==> config.mk <==
export PLATFORM = sky130hd
export DESIGN_NAME = stall_ctrl
export DESIGN_NICKNAME = d
export VERILOG_FILES = /design/src/rtl/stall_ctrl.sv
export SDC_FILE = /design/constraint.sdc
export NUM_CORES = 1
export LEC_CHECK = 0
export CAP_MARGIN = 20
export CORE_UTILIZATION = 40
export DETAILED_ROUTE_END_ITERATION = 7
export GPL_TIMING_DRIVEN = 0
export HOLD_SLACK_MARGIN = 0.1
export PLACE_DENSITY = 0.84
export SETUP_SLACK_MARGIN = 0.1
export SLEW_MARGIN = 15
export SYNTH_ARGS = -nofsm -noshare
export SYNTH_HDL_FRONTEND = slang
export SYNTH_SLANG_ARGS = --single-unit
==> constraint.sdc <==
create_clock -name clk -period 4.8 [get_ports clk]
set_input_delay 0.96 -clock clk [delete_from_list [all_inputs] [get_ports clk]]
set_output_delay 0.96 -clock clk [all_outputs]
set_load 0.02 [all_outputs]
==> src/rtl/stall_ctrl.sv <==
// Pipeline hazard detection for the D stage plus the HI/LO multiply/divide busy tracker.
// Stall outputs are purely combinational; only the busy counter is registered.
module stall_ctrl #(
  parameter int unsigned MULT_CYCLES = 5,
  parameter int unsigned DIV_CYCLES  = 10
) (
  input  logic       clk,
  input  logic       reset,
  input  logic [4:0] D_rs,
  input  logic [4:0] D_rt,
  input  logic [1:0] D_Tuse_rs,
  input  logic [1:0] D_Tuse_rt,
  input  logic       D_md,
  input  logic [4:0] E_A3,
  input  logic [1:0] E_Tnew,
  input  logic [4:0] M_A3,
  input  logic [1:0] M_Tnew,
  input  logic       E_start,
  input  logic       E_div,
  output logic       stall,
  output logic       pc_en,
  output logic       D_en,
  output logic       E_flush,
  output logic       busy,
  output logic       md_done
);

  localparam logic [3:0] MultLoad = 4'(MULT_CYCLES);
  localparam logic [3:0] DivLoad  = 4'(DIV_CYCLES);

  logic [3:0] cnt_q, cnt_d;
  logic       stall_rs, stall_rt, stall_md;

  // A source operand stalls only if a later stage will not have its value ready in time.
  always_comb begin
    stall_rs = (D_rs != 5'd0) &&
               (((E_A3 == D_rs) && (E_Tnew > D_Tuse_rs)) ||
                ((M_A3 == D_rs) && (M_Tnew > D_Tuse_rs)));
    stall_rt = (D_rt != 5'd0) &&
               (((E_A3 == D_rt) && (E_Tnew > D_Tuse_rt)) ||
                ((M_A3 == D_rt) && (M_Tnew > D_Tuse_rt)));
    stall_md = D_md && (E_start || busy);
  end

  always_comb begin
    stall   = stall_rs || stall_rt || stall_md;
    pc_en   = !stall;
    D_en    = !stall;
    E_flush = stall;
  end

  // Starts are only accepted when idle, so a busy unit never reloads or extends.
  always_comb begin
    cnt_d = cnt_q;
    if (cnt_q != 4'd0) begin
      cnt_d = cnt_q - 4'd1;
    end else if (E_start) begin
      cnt_d = E_div ? DivLoad : MultLoad;
    end
  end

  always_ff @(posedge clk) begin
    if (reset) begin
      cnt_q <= 4'd0;
    end else begin
      cnt_q <= cnt_d;
    end
  end

  assign busy    = (cnt_q != 4'd0);
  assign md_done = (cnt_q == 4'd1);

endmodule

Yosys cells after proc, flatten, opt, wreduce, memory -nomap -nowiden. Cells that the tools add are included.

Register bits after elaboration: 4. Output and inout port bits: 6. Word-level logic and storage cells: 31.

Add/sub/neg operators: 1. $lt $le $gt $ge: 4. Equal/unequal tests: 5. Multiplexer cells: 3. Reduce and logical (&&, ||, !) cells: 17.

Operators by type and width (count): 5-bit == test (4); 4-bit 2-to-1 mux (3); 5-bit nonzero test (2); 2-bit greater-than comparator (4); 1-bit logical AND (7); 1-bit logical OR (5); 4-bit by 1-bit == test with 1-bit output (second input constant) (1); 4-bit nonzero test (1); 4-bit by 1-bit subtractor with 4-bit output (second input constant) (1); 2-bit nonzero test (1); 1-bit zero test (1).

Depth between registers and ports, before layout. Gate-level depths: netlist (run 1).

Depth in word-level cells: 7. Depth in mapped cells: 8. Gate-level depth less buffers: 7.

Least setup slack after synthesis (run 1). OpenSTA, ideal clock, no wires.

Path kind: input-to-output. Start: input D_Tuse_rs[1]. End: output pc_en. Arrival: 2.307 ns. Slack: 1.533 ns. Stages: 8. Cells stage by stage: inv_1 ha_1 nor2b_1 o21ai_0 a2111oi_2 o22ai_1 and3_1 buf_4.

Word-level cells in the longest chain between the ends: 7.

RTL lines: from (decl) (RTL line 11) `input logic [1:0] D_Tuse_rs,`; 2-bit greater-than comparator (on tied branches) (RTL line 37, 38); 1-bit logical AND (on tied branches) (RTL line 37, 38); 1-bit logical OR * (RTL line 37) `(((E_A3 == D_rs) && (E_Tnew > D_Tuse_rs)) ||`; 1-bit logical AND * (RTL line 36) `stall_rs = (D_rs != 5'd0) &&`; 1-bit logical OR * (2 in a row) (RTL line 46) `stall = stall_rs || stall_rt || stall_md;`; 1-bit zero test *; to (decl) (RTL line 21) `output logic pc_en,`.

Mark *: on every way between the ends. The rest lies on a longest branch, timed or not.

Final worst setup path (run 1).
Start: input D_Tuse_rs[1]. End: output pc_en.

Word-level cells in the longest chain between the ends: 7.

RTL lines: 2-bit greater-than comparator (on tied branches) (RTL line 37, 38); 1-bit logical AND (on tied branches) (RTL line 37, 38); 1-bit logical OR * (RTL line 37); 1-bit logical AND * (RTL line 36); 1-bit logical OR * (2 in a row) (RTL line 46); 1-bit zero test * (RTL line 47) `pc_en = !stall;`.

Marked as above.

==> run metrics, run 1 <==
# Max-Cap Violations 0; Hold Path Depth 2; Reg clk slew, reported paths 40 ps; Worst Path Buf+Inv 4; Top Family by Delay on Critical Path buffers and inverters; CTS Buffer Depth 2; Post-Syn Area 676 µm²; clk_lat worst skew 240 ps; hold bufs inserted after CTS 0; Initial DRC Count 17; hold violation total from the final report 0; Most flops, register cnt_q; largest registers cnt_q: 4 flops; DIE WIDTH 43.1 µm; mux contribution to synthesized area 0%; WL met2 1010 µm; DR WL met3 44 µm; Place WS 464 ps; cts repair resizes 0; Nets 172; Cell Chain, Critical Path clkdlybuf4s50_1 -> inv_1 -> ha_1 -> nor2b_1 -> o21ai_0 -> a2111oi_2 -> o22ai_1 -> and3_1 -> buf_4 -> clkdlybuf4s50_1; Avg Cell Area, Syn 7.95 µm²; max reg flops 4; PnR worst setup slack 456 ps; Setup-failing EPs final 0; multi-input logic area 543 µm²; Max Fclk 230 MHz; layout cells sized above 1 4.76%; CP max stage delay 590 ps; Design Power 0.307 mW; final worst path period need 4340 ps; Vias/cell 5.34; clock root buffer clkbuf_4; largest net degree at the start of global routing 9; final WL 1880 µm; largest fanout on the critical path 2; CP arrival 3380 ps; Final Util 71.3%; GPL Wtd Cong 0.813; worst hold path type flop to flop; Max-slew headroom 82.1%; setup TNS 0 ps; Worst path slowest cell clkdlybuf4s50_1; global route overflow 0; simple-gate area share of the yosys netlist 16.7%; Filler Cell Count 137; Max VDD drop 0.170 mV; core footprint 1540 µm²; I/O Buffers 38; synthesis-to-finish area growth 62.6%; Sink Count 4; Reg area 80.1 µm²; DR DRC count 0; CTS tree yes; slew of the pin with the lowest slew margin 266 ps; Ys Warns 0; CP required 3840 ps; met1 WL 783 µm; antenna violations before repair 0; XOR/XNOR share of the synthesized area 28.5%; synth unique cells 21; largest family of logic cells by synthesized area XOR/XNOR gates; chip height 43.1 µm; total leakage power 0.444 nW; crit path kind input pin to primary output; placed wire-length estimate 1690 µm; RSZ-0062 raised after global routing false; register area share after synthesis 11.9%; skew final 0.629 ps; GRT Total Usage 22.1%; postcts setup bufs 0; Initial Util 43.8%; Post-Synthesis Cells 85; H-Tree Depth 1; die footprint 1860 µm²; top-level I/O count 39; first drt pass iteration count 4; fin. max-slew vios 0; period utilization 90.5%; non-filler cells, final 142; vias in the first global route 740; run status finished clean; Mapped Nets 129; ANT cells 0; crit end category primary output; placed insts 139; top routing layer in use met4; Synth Register Bits 4; most frequent CP cell clkdlybuf4s50_1; pwr dens 280 nW/µm²; total stage count of the critical path 10; Synth Area in Adders 20.4%; Compound-Gate Fraction of Synth Area 14.8%; Vias 758; Detail Route Antenna Nets 0; row count 14; Wirelength per Cell 13.2 µm; Critical Path Start Type input pin; TritonCTS Buffers 3; first-pass GRT wire length 3040 µm; worst r2r path cells 6
[worst register-to-register path, delay by kind of cell, from the launching register on]
kind | cells | cell delay, ps
flip-flops | 1 | 320
adder cells (fa/ha/maj) | 1 | 160
AND/OR/NAND/NOR | 2 | 210
buffers and inverters | 1 | 130
AO/OA/AOI/OAI | 2 | 420
[routing by layer]
metal / global-route usage, % / up-vias
met5: 0 / -
met1: 24.9 / 351
met3: 0 / 4
met2: 40.9 / 20
li1: - / 383
met4: 12.7 / 0
[final cells by class]
class	count	share of cell area, %
inverters	10	3.42
repair buffers	38	34.6
multi-input cells	69	49.4
well taps	16	1.82
flip-flops and latches	4	7.29
clock buffers	3	2.05
plain buffers	2	1.37
[worst paths after layout]
kind / to / slack (ps) / startpoint
setup / recovery: pc_en / 460 / D_Tuse_rs[1]
hold / removal: cnt_q[3]$_SDFFE_PP0N_ / 580 / cnt_q[3]$_SDFFE_PP0N_
setup reg to reg: cnt_q[0]$_SDFFE_PP0N_ / 3480 / cnt_q[0]$_SDFFE_PP0N_
hold reg to reg: cnt_q[3]$_SDFFE_PP0N_ / 580 / cnt_q[3]$_SDFFE_PP0N_
[kinds of logic after synthesis]
group	after synthesis
compound gates	15
xor+xnor	22
fa+ha+maj	11
buf+inv	12
flops	4
simple gates	21
[stage by stage]
step / hold WS (ps) / instance area [µm²]
floorplan: 515 / 676
global placement: 553 / 1080
detailed placement: 562 / 1080
CTS: 573 / 1100
global route: 602 / 1100
finish: 578 / 1100
[power breakdown]
part	switching, mW	internal, mW	leakage (nW)
combinational	0.102	0.105	0.397
sequential	0.00947	0.0476	0.0334
clock	0.0148	0.0280	0.0138
[cell usage in the layout (no fill, tap or decap)]
cell type / n
nand4_1: 3
a21oi_1: 5
nor4_1: 3
nor2b_1: 1
buf_4: 2
xnor2_1: 15
nand3_1: 2
clkbuf_4: 3
and3_1: 1
or4_1: 2
inv_1: 10
ha_1: 11
xor2_1: 7
a2111oi_2: 1
a211oi_1: 5
o21ai_0: 2
clkdlybuf4s50_1: 38
and2_1: 1
nor2_1: 3
dfxtp_1: 4
nand2_1: 4
nor3_1: 1
o22ai_1: 2
[Yosys cell counts]
cell | count | area [µm²]
a211oi_1 | 5 | 37.5
nor3_1 | 1 | 5.00
o21ai_0 | 2 | 10.0
nand3_1 | 2 | 10.0
a21oi_1 | 5 | 25.0
nor4_1 | 3 | 18.8
xor2_1 | 7 | 61.3
and3_1 | 1 | 6.26
dfxtp_1 | 4 | 80.1
nor2b_1 | 1 | 6.26
nand4_1 | 3 | 18.8
nor2_1 | 3 | 11.3
a2111oi_2 | 1 | 15.0
xnor2_1 | 15 | 131
inv_1 | 10 | 37.5
buf_4 | 2 | 15.0
nand2_1 | 4 | 15.0
and2_1 | 1 | 6.26
or4_1 | 2 | 15.0
ha_1 | 11 | 138
o22ai_1 | 2 | 12.5
Power figures use the tool's default switching activity.
==> run 2: changes to the inputs <==
ABC_AREA = 0   (was default)
PLACE_DENSITY = 0.91   (was 0.84)
==> run 2 against run 1 <==
  * Count of clock-buffer cells in the layout unchanged
  * Via count increased by 0.66%
  * Clock skew grew 3.2 ps
  * Largest power group unchanged
  * Flip-flop and latch count unchanged
  * Die area stayed put
  * Critical endpoint unchanged
==> run metrics, run 2 (synthesis gave the netlist of run 1 again) <==
run status finished clean; commonest non-fill, non-tap cells in the layout clkdlybuf4s50_1, xnor2_1, ha_1, inv_1, xor2_1; # Max-Cap Violations 0 (unchanged); clock root buffer clkbuf_4; Register-to-Register Setup Slack 3420 ps (-60 ps); CTS Buffer Depth 2 (unchanged); CTS tree yes; Detail Route Antenna Nets 0 (unchanged); Reg clk slew, reported paths 40 ps (about the same); CP max stage delay 580 ps (about the same); layout cells sized above 1 4.76% (unchanged); Top Family by Delay on Critical Path buffers and inverters; CP required 3840 ps (about the same); Design Power 0.306 mW (-0.42%); Nets 172 (unchanged); vias in the first global route 763 (+3.1%); cts repair resizes 0 (unchanged); Final Util 71.3% (unchanged); largest registers cnt_q: 4 flops; worst hold path type flop to flop; Worst path slowest cell clkdlybuf4s50_1; first drt pass iteration count 4 (unchanged); worst r2r path cells 6 (unchanged); crit path kind input pin to primary output; period utilization 90.0% (-0.49 points); Critical Path Start Type input pin; Critical Path End pc_en; placed wire-length estimate 1700 µm (+0.68%); Max Fclk 231 MHz (+0.55%); final WL 1900 µm (+1.2%); postcts setup bufs 0 (unchanged); Initial Util 43.8% (unchanged); Wirelength per Cell 13.4 µm (+1.2%); setup TNS 0 ps (unchanged); fin area 1100 µm² (unchanged); most common cell after layout, fill and taps aside clkdlybuf4s50_1; DR DRC count 0 (unchanged); Setup-failing EPs final 0 (unchanged); Initial DRC Count 31 (+14); max reg flops 4 (unchanged); H-Tree Depth 1 (unchanged); R2R Path End cnt_q[0]$_SDFFE_PP0N_; core footprint 1540 µm² (unchanged); synthesis-to-finish area growth 62.6% (unchanged); hold violation total from the final report 0 (unchanged); pwr dens 278 nW/µm² (-0.42%); global route overflow 0 (unchanged); CP arrival 3360 ps (-20 ps); ANT cells 0 (unchanged); chip height 43.1 µm (unchanged); Sink Count 4 (unchanged); TritonCTS Buffers 3 (unchanged); fin. max-slew vios 0 (unchanged); Most flops, register cnt_q; row count 14 (unchanged); PnR worst setup slack 480 ps (+23.6 ps); top-level I/O count 39 (unchanged); Cell Chain, Critical Path clkdlybuf4s50_1 -> inv_1 -> ha_1 -> nor2b_1 -> o21ai_0 -> a2111oi_2 -> o22ai_1 -> and3_1 -> buf_4 -> clkdlybuf4s50_1; Critical R2R Launch cnt_q[0]$_SDFFE_PP0N_; skew final 3.79 ps (+3.17 ps); slew of the pin with the lowest slew margin 305 ps (+39.3 ps); hold bufs inserted after CTS 0 (unchanged); crit end category primary output; Max VDD drop 0.129 mV (-24%); largest net degree at the start of global routing 9 (unchanged); Worst Path Buf+Inv 4 (unchanged); DIE WIDTH 43.1 µm (unchanged); first-pass GRT wire length 3280 µm (+8.0%); Place WS 525 ps (+61.4 ps); I/O Buffers 38 (unchanged); Vias 763 (+0.66%); clk_lat worst skew 230 ps (about the same); GRT Total Usage 22.9% (+0.85 points); most frequent CP cell clkdlybuf4s50_1; antenna violations before repair 0 (unchanged); final worst path period need 4320 ps (-23.6 ps); Vias/cell 5.37 (+0.66%); largest fanout on the critical path 2 (unchanged); Critical Path Source D_Tuse_rs[1]; RSZ-0062 raised after global routing false; die footprint 1860 µm² (unchanged); GPL Wtd Cong 0.814 (+0.16%); total leakage power 0.444 nW (unchanged); total stage count of the critical path 10 (unchanged); placed cell area 1080 µm² (unchanged); Max-slew headroom 79.4% (-2.6 points)
run 2: cell counts in the layout (fill, tap and decap cells not counted):
Identical to the previous run, type by type.
run 2: per-stage QoR:
step           hold slack, ps  std cells
2_1_floorplan             515         85
3_3_place_gp              551        139
3_5_place_dp              576        139
4_1_cts                   588        142
5_1_grt                   633        142
6_report                  589        142
run 2: worst min-delay path: stages, from the launching register on:
cell and delay (ps):
dfxtp_1 340, xnor2_1 130, a211oi_1 60
run 2: power breakdown:
group          switching [mW]  internal, mW  leakage (nW)
Combinational           0.103         0.105         0.397
Clock                  0.0131        0.0279        0.0138
Sequential            0.00947        0.0476        0.0334
run 2: worst min-delay path by stage:
stage | depth (start not counted) | slack (ps) | from | end
after CTS | 2 | 590 | cnt_q[0]$_SDFFE_PP0N_ | cnt_q[0]$_SDFFE_PP0N_
after global placement | 2 | 550 | cnt_q[0]$_SDFFE_PP0N_ | cnt_q[0]$_SDFFE_PP0N_
after floorplan | 2 | 520 | cnt_q[0]$_SDFFE_PP0N_ | cnt_q[0]$_SDFFE_PP0N_
after detailed placement | 2 | 580 | cnt_q[3]$_SDFFE_PP0N_ | cnt_q[3]$_SDFFE_PP0N_
final | 2 | 590 | cnt_q[3]$_SDFFE_PP0N_ | cnt_q[3]$_SDFFE_PP0N_
after global routing | 2 | 630 | cnt_q[0]$_SDFFE_PP0N_ | cnt_q[0]$_SDFFE_PP0N_
run 2: cell type report:
type	count	area, µm²
buffer	2	15.0
clock buffer	3	22.5
fill	124	443
inverter	10	37.5
multi-input combinational	69	543
sequential	4	80.1
tap	16	20.0
timing repair buffer	38	380
run 2: per-layer routing:
metal  wire, µm  vias up  track usage (%)  share of wire, %
met3        111        4             3.40               5.8
li1           -      382                -                 -
met4         21        0             7.88               1.1
met5          0        -                0                 0
met2       1000       38             42.4                53
met1        769      339             26.1                40
